===== src/rtl/win3x3_linebuf.sv =====
// 3x3 sliding-window generator for a 3-channel (RGB) raster stream, two-line buffered.
// Optional macro WINBUF_SOF_SYNC_EN adds i_sof, which forces the accepted pixel to (0,0).
module win3x3_linebuf #(
  parameter int IMG_W = 64,
  parameter int IMG_H = 64,
  parameter int CW    = 10
) (
  input  logic        i_clk,
  input  logic        i_rst_n,
  input  logic [23:0] i_pixel_data,
  input  logic        i_pixel_data_valid,
`ifdef WINBUF_SOF_SYNC_EN
  input  logic        i_sof,
`endif
  output logic [71:0] o_pixel_data1,
  output logic [71:0] o_pixel_data2,
  output logic [71:0] o_pixel_data3,
  output logic        o_pixel_data_valid,
  output logic        o_frame_done
);

  localparam int AW = (IMG_W > 1) ? $clog2(IMG_W) : 1;
  localparam logic [CW-1:0] COL_LAST = CW'(IMG_W - 1);
  localparam logic [CW-1:0] ROW_LAST = CW'(IMG_H - 1);
  localparam logic [CW-1:0] TWO      = CW'(2);

  logic [CW-1:0] col_q, col_d, row_q, row_d;
  logic [CW-1:0] col_eff, row_eff;
  logic          accept, last_col, last_row;
  logic          valid_q, valid_d, done_q, done_d;
  logic [AW-1:0] lb_addr;
  logic [23:0]   lb1_rd, lb2_rd;
  logic [23:0]   lb1_mem [IMG_W];
  logic [23:0]   lb2_mem [IMG_W];
  logic [2:0][23:0] col_pix;
  logic [2:0][71:0] win_q, win_d;

  assign accept = i_pixel_data_valid;

  // Position of the pixel being presented; i_sof overrides the counters when enabled.
  always_comb begin
    col_eff = col_q;
    row_eff = row_q;
`ifdef WINBUF_SOF_SYNC_EN
    if (i_sof) begin
      col_eff = '0;
      row_eff = '0;
    end
`endif
  end

  assign last_col = (col_eff == COL_LAST);
  assign last_row = (row_eff == ROW_LAST);
  assign lb_addr  = col_eff[AW-1:0];

  // Asynchronous reads give the old contents before this edge's write lands.
  assign lb1_rd = lb1_mem[lb_addr];
  assign lb2_rd = lb2_mem[lb_addr];

  assign col_pix[0] = lb2_rd;
  assign col_pix[1] = lb1_rd;
  assign col_pix[2] = i_pixel_data;

  always_comb begin
    col_d   = col_q;
    row_d   = row_q;
    valid_d = 1'b0;
    done_d  = 1'b0;
    if (accept) begin
      if (last_col) begin
        col_d = '0;
        row_d = last_row ? '0 : row_eff + 1'b1;
      end else begin
        col_d = col_eff + 1'b1;
        row_d = row_eff;
      end
      valid_d = (row_eff >= TWO) && (col_eff >= TWO);
      done_d  = last_col && last_row;
    end
  end

  // Each row of the window shifts left by one byte; the new column enters at col_idx 2.
  always_comb begin
    win_d = win_q;
    if (accept) begin
      for (int ch = 0; ch < 3; ch++) begin
        for (int r = 0; r < 3; r++) begin
          win_d[ch][(r*3+0)*8 +: 8] = win_q[ch][(r*3+1)*8 +: 8];
          win_d[ch][(r*3+1)*8 +: 8] = win_q[ch][(r*3+2)*8 +: 8];
          win_d[ch][(r*3+2)*8 +: 8] = col_pix[r][ch*8 +: 8];
        end
      end
    end
  end

  always_ff @(posedge i_clk or negedge i_rst_n) begin
    if (!i_rst_n) begin
      col_q   <= '0;
      row_q   <= '0;
      valid_q <= 1'b0;
      done_q  <= 1'b0;
      win_q   <= '0;
    end else begin
      col_q   <= col_d;
      row_q   <= row_d;
      valid_q <= valid_d;
      done_q  <= done_d;
      win_q   <= win_d;
    end
  end

  // Line buffers carry no reset; rows 0/1 of every frame are gated, so stale data never shows.
  always_ff @(posedge i_clk) begin
    if (accept) begin
      lb2_mem[lb_addr] <= lb1_rd;
      lb1_mem[lb_addr] <= i_pixel_data;
    end
  end

  assign o_pixel_data1      = win_q[0];
  assign o_pixel_data2      = win_q[1];
  assign o_pixel_data3      = win_q[2];
  assign o_pixel_data_valid = valid_q;
  assign o_frame_done       = done_q;

endmodule


===== config.mk =====
export PLATFORM = sky130hd
export DESIGN_NAME = win3x3_linebuf
export DESIGN_NICKNAME = d
export VERILOG_FILES = /design/src/rtl/win3x3_linebuf.sv
export SDC_FILE = /design/constraint.sdc
export NUM_CORES = 2
export LEC_CHECK = 0
export CELL_PAD_IN_SITES_DETAIL_PLACEMENT = 1
export CELL_PAD_IN_SITES_GLOBAL_PLACEMENT = 1
export CORE_UTILIZATION = 30
export DETAILED_ROUTE_END_ITERATION = 6
export HOLD_SLACK_MARGIN = 0.02
export PLACE_DENSITY = 0.58
export SLEW_MARGIN = 20
export SYNTH_ARGS = -nofsm -noshare
export SYNTH_HDL_FRONTEND = slang
export SYNTH_SLANG_ARGS = --single-unit
export TNS_END_PERCENT = 100

===== constraint.sdc =====
create_clock -name i_clk -period 5.1 [get_ports i_clk]
set_clock_uncertainty 0.15 [all_clocks]
set_input_delay 1.02 -clock i_clk [delete_from_list [all_inputs] [get_ports i_clk]]
set_output_delay 1.02 -clock i_clk [all_outputs]
set_load 0.01 [all_outputs]

=== Word-level counts from Yosys, hierarchy flattened ===
Memories as Yosys holds them, arrays and structs flattened. A register that Yosys moved wholly into a read port is not among the register bits.
Cells that the tools add are included.
Widths: inputs -> output; s select.

* Add/subtract/negate cells: 2
* Magnitude comparators: 2
* Reduce and logical (&&, ||, !) cells: 4
* Mux-type cells: 6
* Equal/unequal tests: 2

{| class="wikitable"
|+ Operator list
! operator !! number
|-
| $add 10x1->10 const B || 2
|-
| $eq 10x6->1 const B || 2
|-
| $ge 10x2->1 const B || 2
|-
| $mux 10 || 2
|-
| $mux 1 || 4
|-
| $logic_and 1x1->1 || 2
|-
| $reduce_and 2->1 || 1
|-
| $logic_not 1->1 || 1
|}

* Logic and storage cells: 25
* Input bits: 27
* Bits in writable memories: 3,072
* Bits in registers: 238
* Output and inout bits: 218
* Memories: 2

{| class="wikitable"
|+ Memory list
! name !! depth !! bits a word !! read ports !! clocked after memory_dff !! wr ports !! line !! text
|-
| lb1_mem || 64 || 24 || 1 || 0 || 1 || 33 || <nowiki>logic [23:0] lb1_mem [IMG_W];</nowiki>
|-
| lb2_mem || 64 || 24 || 1 || 1 || 1 || 34 || <nowiki>logic [23:0] lb2_mem [IMG_W];</nowiki>
|}

=== Logic depth before layout (Yosys ltp) ===
* Word-level depth: 3
* Depth in mapped cells: 13
* Mapped depth without buffers: 7

=== Worst setup path before layout ===
OpenSTA, ideal clock, no wires.

* Path kind: input -> register
* Start: input i_pixel_data_valid
* End: memory lb1_mem[0][0], enable pin
* Cell stages on the path: 6
* Arrival time: 4,374 ps
* Path buffers: 4
* Setup time: 454 ps
* Required time: 4,496 ps
* Setup slack: 123 ps
* Cell sequence: clkbuf_1 clkbuf_1 clkbuf_1 clkbuf_1 nand2_1 nor2_1

* Longest elaborated chain between the ends: 2

{| class="wikitable"
|+ Ends and longest elaborated chain
! what !! line !! text
|-
| start, declared || 11 || <nowiki>input logic i_pixel_data_valid,</nowiki>
|-
| $mux 1 || 114 || <nowiki>if (accept) begin</nowiki>
|-
| $mux 1 (not written as such) || 116 || <nowiki>lb1_mem[lb_addr] <= i_pixel_data;</nowiki>
|-
| end, declared || 33 ||
|}

No other way between the ends.

=== Final worst setup path ===
* Start: register col_q[0], in the netlist col_eff[0]
* End: memory lb2_mem[40][16], data pin

* Longest elaborated chain between the ends: 1

{| class="wikitable"
|+ Ends and longest elaborated chain
! what !! line !! text
|-
| start, declared || 27 || <nowiki>logic [CW-1:0] col_q, col_d, row_q, row_d;</nowiki>
|-
| start signal, assigned || 104 || <nowiki>col_q <= col_d;</nowiki>
|-
| $mem_v2 64x24 || - ||
|-
| named net lb1_rd[16] || 32 || <nowiki>logic [23:0] lb1_rd, lb2_rd;</nowiki>
|-
| end, declared || 34 ||
|}

The timed path passes the listed nets, and every way through them passes these cells.

==> flow_summary.ini <==
[detailed_routing]
highest_layer = met5
wl_met1_mm = 195
routed-via-count = 78900
wl_per_cell_um = 38.1
dr_wl_met2_mm = 234
drc_errors = 0
via_per_inst = 5.91
drt_iter0_markers = 12000
firstDrtPassIters = 6
ant_nets = 0
wirelength_mm = 509
met3WireLength_mm = 50.6

[worst_hold_path]
worstHoldPathCells = 2
min_path_type = in -> reg

[global_routing]
antenna_found_initial = 35
grt_first_pass_wirelength_mm = 684
track_usage = 0.233
grt_pass1_vias = 77700
overflow = 0
grt_max_degree = 110

[placed_design]
hpwl_mm = 290
place_congestion = 0.839
placed_cells = 12700
port-buffer-count = 244
dpl_cell_area_sq_um = 139000
dp_slack_ns = 0.337

[timing]
slew_viol_final = 0
worst_slew_pin_slew_ns = 1.24
finalCritPeriodShare = 0.973
period_needed_ns = 4.96
slew_headroom = 0.165
rsz0062_at_grt = no
finalSetupTns_ns = 0
layout_setup_ws_ns = 0.136
finalHoldViolCount = 0
setup_viol = 0
fmax_mhz = 201

[synthesis]
avgSynthCellArea_sq_um = 18.1
ys_async_sr_fraction = 0.0719
ys_seq_elements = 3310
synth-seq-area-share = 0.776
ys.flop_type = edfxtp_1
synth_area_leaders = edfxtp_1 (73%), dfrtp_1 (4.7%), mux2_2 (3.2%), mux4_2 (2.9%), a22oi_1 (2.6%)
synth_cell_types = 77
synth.top_cell.area_share = 0.729
syn-num-nets = 7008
yosys_warnings = 0
synth_enable_flop_cells = 3072
synth_top_area_cell = edfxtp_1
syn_inst = 6977
netlist_area_sq_um = 126000

[floorplan]
core_area_sq_um = 420000
num_rows = 238
initial_utilization = 0.301
ios = 245
design.die.area_sq_um = 424000
die_w_um = 651
dieHeight_um = 651

[clock_network]
htree_levels = 5
clk_latency_ns = 0.95
clkTransAtPathRegs_ns = 0.06
cts.sinks = 3310
cts-root-buf = clkbuf_16
post-cts-setup-buffers = 0
cts-resized-gates = 0
cts_made_buffers = 353
clk_path_buf_depth = 4
cts_tree = yes
hold_buffers = 1

[pwr]
finalPower_mw = 90.5
p_int_mw = 59.0
ir_drop_mv = 0.435
p_sw_mw = 31.5
switching_share = 0.348
p_seq_frac = 0.414
p_clk_frac = 0.283
power_density_nw_per_um2 = 602
power.leakage_nw = 47.7
p_comb_frac = 0.303

[run_status]
status = completed

[finish]
nets = 7565
fillerInstances = 41700
fin_cells = 13400
final_cell_area_sq_um = 150000
final_cell_mix = edfxtp_1 (3072), a22oi_1 (440), mux2_2 (362)
area_growth_pct = 18.9
final_layout_size_suffix_gt1_frac = 0.211
layout_commonest_cell = edfxtp_1

[critical_path]
r2r-start = col_eff[0]
cp_max_fo = 64
r2r_cells = 8
endpoint_kind = flop
arrival_ns = 5.36
cp-start-kind = flop
r2r-end = lb2_mem[40][16]
cp-startpoint = col_eff[0]
r2r_slack_ns = 0.14
crit_required_ns = 5.49
worstSetupPathType = reg -> reg
critPathCapture = lb2_mem[40][16]

[run]
cap_viol_max_count = 0
[power groups by stage]
stage | combinational (mW) | sequential (mW) | clock (mW)
floorplan | 12.6 | 37.9 | 0
CTS | 26.9 | 37.5 | 25.9
global placement | 26.2 | 37.9 | 0
finish | 27.4 | 37.5 | 25.7
detailed placement | 26.8 | 38.0 | 0
global route | 28.0 | 37.6 | 26.8
[registers in the layout, indices dropped and copies added, names as in the netlist]
name                count
o_pixel_data1          72
row_eff                10
lb1_mem              1536
o_frame_done            1
col_eff                10
o_pixel_data2          72
o_pixel_data3          72
o_pixel_data_valid      1
lb2_mem              1536
[routing by layer]
| layer | global-route usage | up-vias |
|---|---|---|
| met4 | 0.110 | 10 |
| li1 | - | 30000 |
| met5 | 0 | - |
| met1 | 0.309 | 42700 |
| met2 | 0.371 | 5031 |
| met3 | 0.0421 | 1136 |
[worst min path at each step]
| stage | start | endpoint | slack [ns] |
|---|---|---|---|
| global route | i_pixel_data[2] | o_pixel_data1[66] | 0.28 |
| CTS | i_pixel_data[2] | o_pixel_data1[66] | 0.23 |
| global placement | row_eff[9] | row_eff[9] | 0.31 |
| floorplan | row_eff[9] | row_eff[9] | 0.29 |
| detailed placement | row_eff[9] | row_eff[9] | 0.32 |
| finish | i_pixel_data[2] | o_pixel_data1[66] | 0.26 |
[through the flow]
| stage | util | hold WS (ns) |
|---|---|---|
| after floorplan | - | 0.293 |
| after CTS | 0.358 | 0.229 |
| final | 0.358 | 0.263 |
| after detailed placement | 0.331 | 0.320 |
| after global routing | 0.358 | 0.276 |
| after global placement | 0.331 | 0.310 |
[Yosys cell counts, types with 12 or more instances]
master	count
o221ai_1	20
buf_1	51
mux2_2	362
mux4_2	162
and3_1	14
a31oi_1	42
o2bb2ai_1	28
mux2i_1	222
or3_1	20
nand3b_1	41
o22ai_1	216
buf_4	46
nor3_1	49
nand2_1	198
a21oi_1	191
o21ai_0	109
nor2_1	231
o211ai_1	19
buf_2	204
nand3_1	58
or4_1	14
edfxtp_1	3072
a2111oi_0	12
or3b_2	20
dfrtp_1	238
nor2b_1	13
a22o_1	80
a22oi_1	440
a32oi_1	13
nand2b_1	23
o32a_1	17
a221o_1	35
nand4_1	25
a211oi_1	19
clkbuf_1	190
o22a_1	30
nor4_1	22
a221oi_1	293
[critical path, cell delays in order, from the launching register on]
cell       delay [ns]
dfrtp_4          0.77
buf_12           0.30
and3_2           0.47
o2bb2ai_1        0.23
a221oi_1         0.35
a21oi_1          0.14
nor4_1           0.90
nand3_2          0.56
buf_4            0.52
[cells by family after synthesis]
| family | count (synthesis) | share of synthesized area |
|---|---|---|
| DFF | 3310 | 0.776 |
| AOI/OAI and AO/OA | 1618 | 0.0938 |
| xor gates and xnor gates | 12 | 0.000831 |
| adders and majority gates | 4 | 0.000396 |
| muxes | 746 | 0.0786 |
| and+or+nand+nor | 779 | 0.0309 |
| buffers and inverters | 508 | 0.0189 |
[final cells by class]
type | instances | area [sq um] | share of cell area
Multi-Input combinational cell | 3159 | 26600 | 0.177
Tap cell | 5520 | 6910 | 0.0459
Inverter | 8 | 47.5 | 0.000316
Clock buffer | 465 | 9500 | 0.0632
Sequential cell | 3310 | 98200 | 0.653
Antenna cell | 14 | 35.0 | 0.000233
Clock inverter | 176 | 1780 | 0.0118
Timing Repair Buffer | 702 | 7350 | 0.0488
Power figures use the tool's default switching activity.
